File: src/rtl/alu_pkg.sv
`default_nettype none
// ============================================================================
// Module      : alu_pkg
// Description : Shared constants and types for the ALU-side iterative divider.
// Revision    : 1.0 - initial release
// ============================================================================
package alu_pkg;

  localparam int DIV_WIDTH   = 32;
  localparam int DIV_LATENCY = DIV_WIDTH + 1;

  typedef enum logic [1:0] {
    IDLE = 2'd0,
    CALC = 2'd1,
    DONE = 2'd2
  } div_state_e;

endpackage
`default_nettype wire

File: src/rtl/div_step.sv
`default_nettype none
// ============================================================================
// Module      : div_step
// Description : One restoring-division iteration: shift {rem, quo} left,
//               trial-subtract the divisor, keep or restore the remainder.
// Revision    : 1.0 - initial release
// ============================================================================
module div_step #(
  parameter int WIDTH = 32
) (
  input  logic [WIDTH-1:0] rem,
  input  logic [WIDTH-1:0] quo,
  input  logic [WIDTH-1:0] divisor,
  output logic [WIDTH-1:0] rem_nxt,
  output logic [WIDTH-1:0] quo_nxt
);

  logic [WIDTH:0] w_shift;
  logic [WIDTH:0] w_trial;
  logic           w_ok;

  // Trial subtraction at WIDTH+1 bits: rem < divisor holds between steps, so
  // the shifted remainder is below 2*divisor and the top bit is a valid sign.
  always_comb begin
    w_shift = {rem, quo[WIDTH-1]};
    w_trial = w_shift - {1'b0, divisor};
    w_ok    = ~w_trial[WIDTH];
    rem_nxt = w_ok ? w_trial[WIDTH-1:0] : w_shift[WIDTH-1:0];
    quo_nxt = {quo[WIDTH-2:0], w_ok};
  end

endmodule
`default_nettype wire

File: src/rtl/iter_divider.sv
`default_nettype none
// ============================================================================
// Module      : iter_divider
// Description : Multi-cycle restoring divider for DIV/DIVU. Works on operand
//               magnitudes and fixes the result signs on completion.
//               Quotient goes to LO, remainder to HI.
// Revision    : 1.0 - initial release
// ============================================================================
module iter_divider
  import alu_pkg::*;
#(
  parameter int WIDTH = DIV_WIDTH
) (
  input  logic             clk,
  input  logic             rst_n,
  input  logic             start,
  input  logic             Sign,
  input  logic [WIDTH-1:0] A,
  input  logic [WIDTH-1:0] B,
  output logic             busy,
  output logic             done,
  output logic [WIDTH-1:0] quotient,
  output logic [WIDTH-1:0] remainder,
  output logic             dz
);

  localparam int CW = $clog2(WIDTH) + 1;

  localparam logic [1:0]    C_IDLE = IDLE;
  localparam logic [1:0]    C_CALC = CALC;
  localparam logic [1:0]    C_DONE = DONE;
  localparam logic [CW-1:0] C_LAST = CW'(WIDTH - 1);

  logic [1:0]       r_state;
  logic [CW-1:0]    r_cnt;
  logic [WIDTH-1:0] r_rem;
  logic [WIDTH-1:0] r_quo;
  logic [WIDTH-1:0] r_div;
  logic [WIDTH-1:0] r_a_raw;
  logic             r_sign;
  logic             r_sa;
  logic             r_sb;
  logic             r_bzero;
  logic             r_busy;
  logic             r_done;
  logic [WIDTH-1:0] r_quotient;
  logic [WIDTH-1:0] r_remainder;
  logic             r_dz;

  logic [WIDTH-1:0] w_a_mag;
  logic [WIDTH-1:0] w_b_mag;
  logic [WIDTH-1:0] w_rem_nxt;
  logic [WIDTH-1:0] w_quo_nxt;
  logic [WIDTH-1:0] w_q_final;
  logic [WIDTH-1:0] w_r_final;

  // Operand magnitudes (only for signed operations) and final result fix-up;
  // the most-negative / -1 case needs nothing special since its magnitude
  // quotient already equals the most-negative pattern.
  always_comb begin
    w_a_mag   = (Sign && A[WIDTH-1]) ? (~A + 1'b1) : A;
    w_b_mag   = (Sign && B[WIDTH-1]) ? (~B + 1'b1) : B;
    w_q_final = (r_sign && (r_sa ^ r_sb)) ? (~w_quo_nxt + 1'b1) : w_quo_nxt;
    w_r_final = (r_sign && r_sa) ? (~w_rem_nxt + 1'b1) : w_rem_nxt;
    if (r_bzero) begin
      w_q_final = '1;
      w_r_final = r_a_raw;
    end
  end

  div_step #(
    .WIDTH (WIDTH)
  ) u_step (
    .rem     (r_rem),
    .quo     (r_quo),
    .divisor (r_div),
    .rem_nxt (w_rem_nxt),
    .quo_nxt (w_quo_nxt)
  );

  // Control FSM: capture in IDLE, WIDTH steps in CALC, one-cycle done pulse.
  always_ff @(posedge clk) begin
    if (!rst_n) begin
      r_state     <= C_IDLE;
      r_cnt       <= '0;
      r_rem       <= '0;
      r_quo       <= '0;
      r_div       <= '0;
      r_a_raw     <= '0;
      r_sign      <= 1'b0;
      r_sa        <= 1'b0;
      r_sb        <= 1'b0;
      r_bzero     <= 1'b0;
      r_busy      <= 1'b0;
      r_done      <= 1'b0;
      r_quotient  <= '0;
      r_remainder <= '0;
      r_dz        <= 1'b0;
    end else begin
      case (r_state)
        C_IDLE: begin
          r_done <= 1'b0;
          if (start) begin
            r_sign  <= Sign;
            r_sa    <= A[WIDTH-1];
            r_sb    <= B[WIDTH-1];
            r_a_raw <= A;
            r_bzero <= (B == '0);
            r_quo   <= w_a_mag;
            r_div   <= w_b_mag;
            r_rem   <= '0;
            r_cnt   <= '0;
            r_busy  <= 1'b1;
            r_state <= C_CALC;
          end
        end
        C_CALC: begin
          r_rem <= w_rem_nxt;
          r_quo <= w_quo_nxt;
          r_cnt <= r_cnt + CW'(1);
          if (r_cnt == C_LAST) begin
            r_busy      <= 1'b0;
            r_done      <= 1'b1;
            r_quotient  <= w_q_final;
            r_remainder <= w_r_final;
            r_dz        <= r_bzero;
            r_state     <= C_DONE;
          end
        end
        C_DONE: begin
          r_done  <= 1'b0;
          r_state <= C_IDLE;
        end
        default: begin
          r_busy  <= 1'b0;
          r_done  <= 1'b0;
          r_state <= C_IDLE;
        end
      endcase
    end
  end

  assign busy      = r_busy;
  assign done      = r_done;
  assign quotient  = r_quotient;
  assign remainder = r_remainder;
  assign dz        = r_dz;

endmodule
`default_nettype wire
File: config.mk
export PLATFORM = sky130hd
export DESIGN_NAME = iter_divider
export DESIGN_NICKNAME = d
export VERILOG_FILES = /design/src/rtl/alu_pkg.sv /design/src/rtl/div_step.sv /design/src/rtl/iter_divider.sv
export SDC_FILE = /design/constraint.sdc
export NUM_CORES = 1
export LEC_CHECK = 0
export ABC_CLOCK_PERIOD_IN_PS = 6100
export BUFFER_PORTS_ARGS = -buffer_cell sky130_fd_sc_hd__buf_2
export CAP_MARGIN = 20
export CORE_MARGIN = 2
export CORE_UTILIZATION = 35
export DETAILED_ROUTE_END_ITERATION = 8
export SYNTH_ARGS = -nofsm -noshare
export SYNTH_HDL_FRONTEND = slang
export SYNTH_SLANG_ARGS = --single-unit
File: constraint.sdc
create_clock -name clk -period 6.1 [get_ports clk]
set_input_delay 0.915 -clock clk [delete_from_list [all_inputs] [get_ports clk]]
set_output_delay 0.915 -clock clk [all_outputs]
set_load 0.01 [all_outputs]
Word level (Yosys, flattened, before mapping) --
Index checks and enable logic that the tools add are counted.
Storage, ports and cells: register bits after elaboration 207, input port bits 68, output and inout port bits 67
Operators by class: add/subtract/negate cells 6, equality and inequality tests 5, multiplexer cells 19, bitwise operators 7, reductions and logical operators 13
Operators by type and width (count):
- 32-bit 2-to-1 mux | 9
- 32-bit by 1-bit adder with 32-bit output, second input constant | 4
- 32-bit inverter | 4
- 32-bit case mux with 2 select lines | 2
- 33-bit by 32-bit subtractor with 33-bit output | 1
- 32-bit zero test | 1
- 6-bit case mux with 2 select lines | 1
- 2-bit AND reduction | 5
- 6-bit by 1-bit adder with 6-bit output, second input constant | 1
- 6-bit by 5-bit == test with 1-bit output, second input constant | 1
- 6-bit 2-to-1 mux | 1
- 1-bit logical AND | 4
- 2-bit 2-to-1 mux | 2
- 2-bit != test, second input constant | 2
- 2-bit case mux with 2 select lines | 1
- 1-bit case mux with 3 select lines | 1
- 3-bit AND reduction | 1
- 2-bit by 1-bit == test with 1-bit output, second input constant | 1
- 2-bit == test, second input constant | 1
- 2-bit zero test | 1
- 1-bit 2-to-1 mux | 2
- 1-bit inverter | 2
- 2-bit nonzero test | 1
- 1-bit bitwise XOR | 1

Logic depth before layout (Yosys ltp) --
Gate-level depths: netlist of the first run.
depth in word-level cells 6, depth in mapped cells 25, depth with buffers taken out 22

Modules after synthesis --
From an unflattened synthesis of the first run, not the netlist that was laid out.
Unflattened totals: cells, all modules 1552, area total of the unflattened synthesis 12469.5 sq um
Modules (own cells, without submodules):
- iter_divider | instances 1, cells each 1209, area an instance 9973.3 sq um, sequential area each 4124.0 sq um
- div_step | instances 1, cells each 343, area an instance 2496.1 sq um, sequential area each 0.0 sq um

Least setup slack after synthesis of the first run --
OpenSTA, ideal clock, no wires.
kind register to register, start register r_quo[31], end register r_remainder[26], in the netlist remainder[26], setup time 0.062 ns, data arrival time 5.458 ns, required time 6.038 ns, setup slack 0.580 ns, cell stages (with the launch flop) 24, period minus slack after synthesis 5.520 ns, cell sequence dfxtp_1 inv_1 ha_1 inv_1 fa_1 a211oi_2 o211ai_4 nand3_4 o211ai_4 a41oi_4 xnor2_4 buf_2 buf_2 buf_2 mux2i_1 ha_1 o2111ai_1 nor4bb_1 nand3_1 mux2i_1 nand4_1 or2_2 or4_1 nand3_1
Between the ends: cells in the longest elaborated chain, start to end 6
RTL lines:
- start: declaration | line iter_divider.sv:37 | logic [WIDTH-1:0] r_quo;
- start signal: assignment | line iter_divider.sv:109 | r_quo <= w_a_mag;
- start signal: assignment | line iter_divider.sv:119 | r_quo <= w_quo_nxt;
- 33-bit by 32-bit subtractor with 33-bit output | line div_step.sv:26 | w_trial = w_shift - {1'b0, divisor};
- 32-bit 2-to-1 mux * | line div_step.sv:28 | rem_nxt = w_ok ? w_trial[WIDTH-1:0] : w_shift[WIDTH-1:0];
- 32-bit inverter | line iter_divider.sv:64 | w_r_final = (r_sign && r_sa) ? (~w_rem_nxt + 1'b1) : w_rem_nxt;
- 32-bit by 1-bit adder with 32-bit output | line iter_divider.sv:64
- 32-bit 2-to-1 mux * | line iter_divider.sv:64
- 32-bit 2-to-1 mux * | line iter_divider.sv:65 | if (r_bzero) begin
- end signal: assignment | line iter_divider.sv:125 | r_remainder <= w_r_final;
- end: declaration | line iter_divider.sv:47 | logic [WIDTH-1:0] r_remainder;
Every way passes the cells marked *; elsewhere a longest branch is shown, timed or not. A chain may end at the register's enable or synchronous reset.

Final worst setup path of the first run --
Same ends and word-level chain as after synthesis.

==> results of run 1 <==
-- state kept, by name, indices dropped and copies added, names as in the netlist --
signal / count
remainder: 32
r_rem: 32
r_quo: 32
r_bzero: 1
quotient: 32
dz: 1
r_a_raw: 32
r_state: 2
r_div: 32
r_cnt: 6
busy: 1
done: 1
r_sb: 1
r_sign: 1
-- metal layers --
metal,part of all wire (%),track usage [%],wire length [microns],vias up
met5,0,0,0,-
met4,2.1,4.539,794,0
met3,5.2,1.981,1992,59
met2,44,30.48,16840,323
met1,49,27.63,18640,5704
li1,-,-,-,6135
-- cell families after synthesis --
family / after synthesis
flops: 206
fa+ha+maj: 38
buf+inv: 157
mux: 45
compound gates: 503
xor+xnor: 132
simple gates: 583
-- synthesized netlist by cell type (all sizes together) (5+ instances only) --
cell type and n:
nand2b 8, xor2 61, nand3 33, o21ai 134, nand3b 6, o211a 51, a21o 8, o211ai 19
a21oi 124, nor3b 5, mux2 6, or3 21, xnor2 71, o31ai 18, or4 8, clkbuf 89
o2111ai 5, nor3 44, nand4 8, a31oi 9, nor2 104, o311ai 5, o41ai 6, ha 37
and3 8, nor4 23, a222oi 16, buf 18, inv 49, and2 22, mux2i 39, a21boi 44
nand2 253, o221ai 18, or2 6, nor2b 25, dfxtp 206, a211oi 8
-- worst max-delay path, cell delays in order, from the launching register on --
cell and delay (ns):
dfxtp_1 0.34, inv_1 0.07, ha_1 0.17, inv_1 0.06, fa_1 0.47, a211oi_2 0.36
o211ai_4 0.16, nand3_4 0.12, o211ai_4 0.10, a41oi_4 0.30, xnor2_4 0.19, inv_2 0.07
a21oi_1 0.26, ha_1 0.35, o2111ai_1 0.18, nor4bb_1 0.50, nand3_1 0.15, mux2i_1 0.37
nand4_1 0.30, or2_2 0.38, or4_1 0.52, nand3_1 0.10
-- report_power, final --
part	internal (mW)	leakage (nW)	switching (mW)	total (mW)
clock network	0.841	0.386	0.608	1.45
logic	0.346	4.22	0.558	0.904
registers	1.40	1.68	0.0553	1.46
total	2.59	6.28	1.22	3.81
-- cell type report --
class,instances,area (sq um)
Sequential cell,206,4125
Inverter,49,183.9
Clock inverter,9,86.33
Multi-Input combinational cell,1301,8312
Fill cell,3743,21770
Tap cell,468,585.6
Antenna cell,1,2.502
Clock buffer,35,701.9
Timing Repair Buffer,151,840.8
-- stage by stage --
| step | hold slack (ns) | utilization, % |
|---|---|---|
| 2_1_floorplan | 0.4382 | - |
| 3_3_place_gp | 0.4545 | 38.22 |
| 3_5_place_dp | 0.4610 | 38.22 |
| 4_1_cts | 0.4694 | 40.37 |
| 5_1_grt | 0.4862 | 40.52 |
| 6_report | 0.4661 | 40.53 |
-- path summary, 6_finish.rpt --
| kind | start | to | slack (ns) | cells past startpoint |
|---|---|---|---|---|
| setup / recovery | r_quo[31] | remainder[26] | 0.52 | 21 |
| hold / removal | r_a_raw[14] | r_a_raw[14] | 0.47 | 2 |
| setup reg to reg | r_quo[31] | remainder[26] | 0.52 | 21 |
| hold reg to reg | r_a_raw[14] | r_a_raw[14] | 0.47 | 2 |
==> metrics.cfg, run 1 <==
[cells_and_area]
fin_cells=2220
final_common_cell=nand2_1
final_area_sq_um=14840
final_nets=1839
most-common-layout-cells=253 x nand2_1, 205 x dfxtp_1, 133 x buf_2
area_growth_syn_to_layout_pct=13.80
drive_gt1_share_pct=12.85

[clock_tree]
clk_latency_ns=0.54
tritoncts=yes
htreeDepth=1
postCtsHoldBufs=0
clock-sinks=206
cts_resized=0
clk_pin_slew_worst_paths_ns=0.06
postCtsSetupRepairBufs=0
cts-root-buf=clkbuf_16
clk_path_buf_depth=3
cts_buffers=24

[detailed_routing]
wl_per_cell_microns=17.24
drt_iter0_markers=922
vias=12220
dr.pass1.iters=6
routed_wl_mm=38.26
drc=0
via_per_inst=5.505
ant_nets=0

[synthesis]
synth_area_sq_um=13040
synthMuxAreaShare_pct=3.541
yosys.area_share.simple_pct=20.97
synthArstFlopShare_pct=0
yosys.area.top_type=dfxtp_1
synth_enable_flop_cells=0
ys_seq_area_share_pct=31.63
synth_cells=1664
synth_compound_area_share_pct=26.48
synthXorXnorAreaFrac_pct=9.011
synth_nets=1770
synth-seq-cells=206
synth_top_family_by_area=compound AO/OA/AOI/OAI gates
synth_fa_ha_area_share_pct=3.704
synthDistinctLibCells=84
synth_top_area_share_pct=31.63
yosys-top-cells-area=dfxtp_1 32%, nand2_1 7.3%, o21ai_0 5.0%, a21oi_1 4.8%, xnor2_1 4.7%
syn_area_per_cell_sq_um=7.836
yosysWarnings=0
synth-main-ff-cell=dfxtp_1

[critical_path]
path_max_fanout=7
startpoint_type=flop
cp.required_ns=6.57
critPathArrivalTime_ns=6.05
path_class=reg -> reg
endpoint_kind=flop

[floorplanning]
die_area_sq_um=38810
initial_utilization_pct=35.62
pin_count=135
core_sq_um=36610
core.rowCount=70
die_h_microns=197.0
die_w_microns=197.0

[sta]
min_period_ns=5.582
period_share_pct=91.51
setup-tns-final_ns=0
setup_viol=0
slew_headroom_pct=32.74
setup_slack_ns=0.5181
tightest_slew_ns=1.009
rsz0062_at_grt=false
hold_violations=0
finClkSkew_ns=0.02295
fmax_ghz=0.1792
maxSlewViolCount=0

[place]
post-dp-hpwl_mm=28.02
portBuffers=134
placedCellCount=2173
routabilityCongestion=0.9248
pre_cts_ws_ns=0.6297
placed_cell_area_sq_um=13990

[grt]
grt_max_degree=121
grt_pass1_wl_mm=60.87
grt_overflow_total=0
grt_pass1_vias=11290
grt_use_total_pct=19.11
antenna_found_initial=0

[hold_path]
min_path_type=reg -> reg

[power]
p_leak_nw=6.283
power_mw=3.811
vdd_drop_max_uv=174.7
power.density_nw_per_um2=256.9

[job]
drv_cap=0

[outcome]
status=completed

Note: power is estimated with default switching activity, not from simulation.
==> inputs of run 2 (changes only) <==
SYNTH_HIERARCHICAL = 1   (was not set)
==> metrics.cfg, run 2 <==
[sta]
fmax_ghz=0.1809  ; was 0.1792 GHz
rsz0062_at_grt=false  ; unchanged
min_period_ns=5.527  ; was 5.582 ns
maxSlewViolCount=0  ; unchanged
setup_viol=0  ; unchanged
period_share_pct=90.60  ; was 91.51%
setup_slack_ns=0.5735  ; was 0.5181 ns
whs_ns=0.4519  ; was 0.4661 ns
hold_violations=0  ; unchanged
finClkSkew_ns=0.01908  ; was 0.02295 ns
slew_headroom_pct=38.08  ; was 32.74%
setup-tns-final_ns=0  ; unchanged
tightest_slew_ns=0.9287  ; was 1.009 ns

[synthesis]
yosys.area.top_type=dfxtp_1  ; unchanged
synth_area_sq_um=12470  ; was 13040 sq um
synth_cells=1552  ; was 1664
synth-main-ff-cell=dfxtp_1  ; unchanged
synth-seq-cells=206  ; unchanged
syn_area_per_cell_sq_um=8.034  ; was 7.836 sq um
netlist_top_cells_count=206 x dfxtp_1, 172 x a21oi_1, 137 x nand2_1, 115 x nor2_1, 91 x clkbuf_1  ; was 253 x nand2_1, 206 x dfxtp_1, 131 x o21ai_0, 124 x a21oi_1, 104 x nor2_1
synthArstFlopShare_pct=0  ; unchanged
yosysWarnings=6  ; was 0
synth_nets=1658  ; was 1770
ys_seq_area_share_pct=33.07  ; was 31.63%
synthDistinctLibCells=82  ; was 84
synth_top_area_share_pct=33.07  ; was 31.63%
synth_most_common_cell=dfxtp_1  ; was nand2_1
yosys-top-cells-area=dfxtp_1 33%, a21oi_1 6.9%, xor2_1 4.9%, xnor2_1 4.7%, nand2_1 4.1%  ; was dfxtp_1 32%, nand2_1 7.3%, o21ai_0 5.0%, a21oi_1 4.8%, xnor2_1 4.7%
synth_enable_flop_cells=0  ; unchanged

[place]
placedCellCount=2033  ; was 2173
pre_cts_ws_ns=0.6769  ; was 0.6297 ns
placed_cell_area_sq_um=13200  ; was 13990 sq um
post-dp-hpwl_mm=27.85  ; was 28.02 mm
portBuffers=134  ; unchanged
routabilityCongestion=0.9143  ; was 0.9248

[cells_and_area]
fin_cells=2080  ; was 2220
area_growth_syn_to_layout_pct=13.26  ; was 13.80%
register_area_sq_um=4124  ; was 4125 sq um
final_core_util_pct=40.00  ; was 40.53%
fillCellCount=3627  ; was 3743
drive_gt1_share_pct=15.26  ; was 12.85%
n_antenna_cell=0  ; was 1
most-common-layout-cells=206 x dfxtp_1, 172 x a21oi_1, 137 x nand2_1  ; was 253 x nand2_1, 205 x dfxtp_1, 133 x buf_2
final_area_sq_um=14120  ; was 14840 sq um
final_common_cell=dfxtp_1  ; was nand2_1
multi_input_area_sq_um=7467  ; was 8312 sq um
final_nets=1706  ; was 1839

[critical_path]
crit_chain=inv_1 > ha_1 > fa_1 > and2b_1 > o2111ai_1 > a21oi_2 > o2111ai_1 > a211oi_2 > nor2_2 > mux2i_1 > and2_4 > inv_2 > mux2_4 > or3_1 > or3_1 > nor4_1 > a21oi_1 > xnor2_1 > o22ai_1  ; was inv_1 > ha_1 > inv_1 > fa_1 > a211oi_2 > o211ai_4 > nand3_4 > o211ai_4 > a41oi_4 > xnor2_4 > inv_2 > a21oi_1 > ha_1 > o2111ai_1 > nor4bb_1 > nand3_1 > mux2i_1 > nand4_1 > or2_2 > or4_1 > nand3_1
endpoint_kind=flop  ; unchanged
path_class=reg -> reg  ; unchanged
crit_family=simple AND/OR/NAND/NOR gates  ; unchanged
cp_num_buf_inv=2  ; was 3
critPathArrivalTime_ns=5.91  ; was 6.05 ns
critPathMaxStageDelay_ns=0.71  ; was 0.52 ns
startpoint_type=flop  ; unchanged
path_max_fanout=17  ; was 7
cp.required_ns=6.48  ; was 6.57 ns
critPathSlowestCell=nor4_1  ; was or4_1

[floorplanning]
core.rowCount=69  ; was 70
die_area_sq_um=37150  ; was 38810 sq um
die_w_microns=192.8  ; was 197.0 microns
pin_count=135  ; unchanged
initial_utilization_pct=35.31  ; was 35.62%
die_h_microns=192.8  ; was 197.0 microns
core_sq_um=35310  ; was 36610 sq um

[clock_tree]
postCtsSetupRepairBufs=0  ; unchanged
cts_resized=0  ; unchanged
clk_path_buf_depth=3  ; unchanged
clk_latency_ns=0.54  ; about the same
htreeDepth=1  ; unchanged
cts_buffers=25  ; was 24
tritoncts=yes  ; unchanged
postCtsHoldBufs=0  ; unchanged
clock-sinks=206  ; unchanged
cts-root-buf=clkbuf_16  ; unchanged
clk_pin_slew_worst_paths_ns=0.06  ; about the same

[power]
power_mw=10.18  ; was 3.811 mW
vdd_drop_max_uv=891.8  ; was 174.7 uV
p_leak_nw=5.706  ; was 6.283 nW
power.density_nw_per_um2=720.9  ; was 256.9 nW/um^2

[grt]
grt_pass1_vias=10710  ; was 11290
grt_use_total_pct=20.17  ; was 19.11%
antenna_found_initial=0  ; unchanged
grt_max_degree=81  ; was 121
grt_pass1_wl_mm=59.68  ; was 60.87 mm
grt_overflow_total=0  ; unchanged

[detailed_routing]
dr.pass1.iters=6  ; unchanged
vias=11650  ; was 12220
drt_iter0_markers=1183  ; was 922
routed_wl_mm=38.36  ; was 38.26 mm
wl_per_cell_microns=18.44  ; was 17.24 microns
ant_nets=0  ; unchanged
via_per_inst=5.601  ; was 5.505
drc=0  ; unchanged

[outcome]
status=completed  ; unchanged

[job]
drv_cap=0  ; unchanged

[hold_path]
min_path_type=reg -> reg  ; unchanged

run 2: cell count changes in the layout (fill, tap and decap cells not counted), sizes merged, moves of 18 or more:
cell    previous run  this run
a21oi            124       173
mux2i             39        10
o211a             51         1
o21ai            134        98
nor2b             25         7
a21boi            44         2
nand2            253       137
a22o               1        34
run 2: area by class of cell:
type | count | share of cell area (%)
Sequential cell | 206 | 29.20
Inverter | 56 | 1.497
Multi-Input combinational cell | 1156 | 52.87
Tap cell | 461 | 4.084
Clock inverter | 15 | 1.559
Timing Repair Buffer | 155 | 5.989
Clock buffer | 31 | 4.802
run 2: final timing paths:
path,start,to,slack (ns),cells past startpoint
worst max register to register,r_quo[31],remainder[26],0.57,19
worst min register to register,r_div[15],r_div[15],0.45,2
worst min-delay path,r_div[15],r_div[15],0.45,2
worst max-delay path,r_quo[31],remainder[26],0.57,19
run 2: kinds of logic (layout without fill, tap and decap cells):
logic type               after synthesis  after routing  synth area share (%)
multiplexers                          32             32                 3.361
XOR/XNOR                             137            137                 9.623
AO/OA/AOI/OAI                        488            488                 24.89
AND/OR/NAND/NOR                      461            461                 18.01
adder cells (fa/ha/maj)               38             38                 3.873
flip-flops                           206            206                 33.07
buffers and inverters                190            257                 7.164
run 2: per-layer routing:
layer / part of all wire (%) / track usage (%) / routed length (microns)
met5: 0 / 0 / 0
met4: 2.0 / 4.756 / 749
met3: 6.2 / 2.455 / 2389
met2: 44 / 31.44 / 16840
met1: 48 / 29.40 / 18380
run 2: worst reg2reg max path: cells and delay by family, from the launching register on:
family / cells / cell delay [ns]
DFF: 1 / 0.35
and+or+nand+nor: 6 / 2.03
AOI/OAI and AO/OA: 6 / 1.20
xor gates and xnor gates: 1 / 0.19
muxes: 2 / 0.53
adders and majority gates: 2 / 0.63
buffers and inverters: 2 / 0.46
run 2: power by group:
part	switching [mW]	internal [mW]
Combinational	4.20	2.73
Sequential	0.142	1.48
Clock	0.622	1.01
Total	4.96	5.22
==> inputs of run 3 (changes only) <==
--- a/config.mk
+++ b/config.mk
@@ -12,3 +12,5 @@
 export CORE_UTILIZATION = 35
+export CTS_CLUSTER_DIAMETER = 80
 export DETAILED_ROUTE_END_ITERATION = 8
+export HOLD_SLACK_MARGIN = 0.1
 export SYNTH_ARGS = -nofsm -noshare
==> constraint.sdc (replaced) <==
create_clock -name clk -period 6.1 [get_ports clk]
set_input_delay 0.61 -clock clk [delete_from_list [all_inputs] [get_ports clk]]
set_output_delay 0.61 -clock clk [all_outputs]
set_load 0.01 [all_outputs]
==> metrics.cfg, run 3 (same netlist as run 2, synthesis figures left out) <==
[detailed_routing]
via_per_inst=5.577  ; was 5.601
ant_nets=0  ; unchanged
drc=0  ; unchanged
vias=11600  ; was 11650
drt_iter0_markers=1016  ; was 1183
routed_wl_mm=38.50  ; was 38.36 mm
wl_per_cell_microns=18.51  ; was 18.44 microns
dr.pass1.iters=5  ; was 6

[floorplanning]
initial_utilization_pct=35.31  ; unchanged
die_area_sq_um=37150  ; unchanged
die_w_microns=192.8  ; unchanged
core_sq_um=35310  ; unchanged
pin_count=135  ; unchanged
core.rowCount=69  ; unchanged
die_h_microns=192.8  ; unchanged

[clock_tree]
htreeDepth=1  ; unchanged
clk_path_buf_depth=3  ; unchanged
clk_latency_ns=0.54  ; about the same
tritoncts=yes  ; unchanged
postCtsHoldBufs=0  ; unchanged
postCtsSetupRepairBufs=0  ; unchanged
cts_buffers=25  ; unchanged
cts_resized=0  ; unchanged
cts-root-buf=clkbuf_16  ; unchanged
clk_pin_slew_worst_paths_ns=0.06  ; about the same
clock-sinks=206  ; unchanged

[cells_and_area]
most-common-layout-cells=206 x dfxtp_1, 172 x a21oi_1, 137 x nand2_1  ; unchanged
final_core_util_pct=39.93  ; was 40.00%
multi_input_area_sq_um=7467  ; unchanged
register_area_sq_um=4124  ; unchanged
final_nets=1706  ; unchanged
area_growth_syn_to_layout_pct=13.07  ; was 13.26%
drive_gt1_share_pct=15.26  ; unchanged
final_common_cell=dfxtp_1  ; unchanged
fillCellCount=3630  ; was 3627
n_antenna_cell=0  ; unchanged

[sta]
hold_violations=0  ; unchanged
maxSlewViolCount=0  ; unchanged
tightest_slew_ns=0.9301  ; was 0.9287 ns
finClkSkew_ns=0.01820  ; was 0.01908 ns
whs_ns=0.3523  ; was 0.4519 ns
slew_headroom_pct=37.99  ; was 38.08%
setup_viol=0  ; unchanged
fmax_ghz=0.1802  ; was 0.1809 GHz
rsz0062_at_grt=false  ; unchanged
setup-tns-final_ns=0  ; unchanged
setup_slack_ns=0.5495  ; was 0.5735 ns
period_share_pct=90.99  ; was 90.60%
min_period_ns=5.550  ; was 5.527 ns

[critical_path]
r2r-start=r_quo[31]  ; unchanged
cp-startpoint=r_quo[31]  ; unchanged
endpoint_kind=flop  ; unchanged
critPathArrivalTime_ns=5.93  ; was 5.91 ns
startpoint_type=flop  ; unchanged
cp.required_ns=6.48  ; about the same
critPathMaxStageDelay_ns=0.72  ; was 0.71 ns
ff2ff_setup_slack_ns=0.55  ; was 0.57 ns
critPathSlowestCell=nor4_1  ; unchanged
worst-path-stages=19  ; unchanged
path_max_fanout=17  ; unchanged
crit_family=simple AND/OR/NAND/NOR gates  ; unchanged
r2r_cells=19  ; unchanged
crit_chain=inv_1 > ha_1 > fa_1 > and2b_1 > o2111ai_1 > a21oi_2 > o2111ai_1 > a211oi_2 > nor2_2 > mux2i_1 > and2_4 > inv_2 > mux2_4 > or3_1 > or3_1 > nor4_1 > a21oi_1 > xnor2_1 > o22ai_1  ; unchanged
path_class=reg -> reg  ; unchanged
cp_num_buf_inv=2  ; unchanged
rr_endpoint=remainder[26]  ; unchanged
endpoint=remainder[26]  ; unchanged

[power]
power.density_nw_per_um2=719.9  ; was 720.9 nW/um^2
clockPowerShare_pct=15.6  ; was 16.0%
p_sw_mw=4.974  ; was 4.963 mW
vdd_drop_max_uv=889.3  ; was 891.8 uV
power_frac_seq_pct=16.0  ; about the same
p_leak_nw=5.700  ; was 5.706 nW
internal-power_mw=5.177  ; was 5.219 mW
p_comb_share_pct=68.3  ; was 68.0%
power_mw=10.15  ; was 10.18 mW
netSwitchingFraction_pct=49.00  ; was 48.75%

[grt]
grt_max_degree=81  ; unchanged
grt_overflow_total=0  ; unchanged
antenna_found_initial=0  ; unchanged
grt_use_total_pct=20.15  ; was 20.17%
grt_pass1_wl_mm=59.61  ; was 59.68 mm
grt_pass1_vias=10710  ; about the same

[hold_path]
holdPathStages=3  ; was 2
min_path_type=in -> reg  ; was reg -> reg
hold_start=A[27]  ; was r_div[15]

[outcome]
status=completed  ; unchanged

[job]
drv_cap=0  ; unchanged

[place]
portBuffers=134  ; unchanged
routabilityCongestion=0.9143  ; unchanged
post-dp-hpwl_mm=27.85  ; unchanged
pre_cts_ws_ns=0.6769  ; unchanged

[run 3: cell types whose count changed in the layout (fill, tap and decap cells not counted)]
cell	delta
bufinv_16	-1
clkinv_2	+1
clkinv_4	+1
clkinvlp_4	-1
[run 3: tightest hold or removal path, stage by stage]
cell     delay, ns
buf_2         0.12
nand2_1       0.05
a21oi_1       0.05
[run 3: power by group through the flow]
stage	sequential [mW]	combinational, mW	clock [mW]
floorplan	1.58	5.46	0
global placement	1.65	6.77	0
detailed placement	1.65	6.79	0
CTS	1.63	6.82	1.61
global route	1.64	7.53	1.67
finish	1.63	6.94	1.59
[run 3: area by class of cell]
cell class,instances,share of cell area (%)
tap,461,4.091
clock buffer,31,4.810
timing repair buffer,155,5.999
multi-input combinational,1156,52.96
sequential,206,29.25
clock inverter,15,1.393
inverter,56,1.500
[run 3: worst min path at each step]
stage / to / slack, ns
after floorplan: r_div[31] / 0.43
after global placement: r_div[31] / 0.44
after detailed placement: r_a_raw[27] / 0.44
after CTS: r_a_raw[27] / 0.34
final: r_a_raw[27] / 0.35
after global routing: r_a_raw[29] / 0.35
[run 3: per-layer routing]
metal | track usage (%) | share of wire [%]
met4 | 4.756 | 2.1
met5 | 0 | 0
met1 | 29.40 | 49
met2 | 31.36 | 43
met3 | 2.455 | 5.5
[run 3: stage by stage]
stage	cells	cell area [sq um]
after global placement	2032	13190
after detailed placement	2033	13200
after CTS	2079	14070
after floorplan	1552	12470
after global routing	2080	14100
final	2080	14100
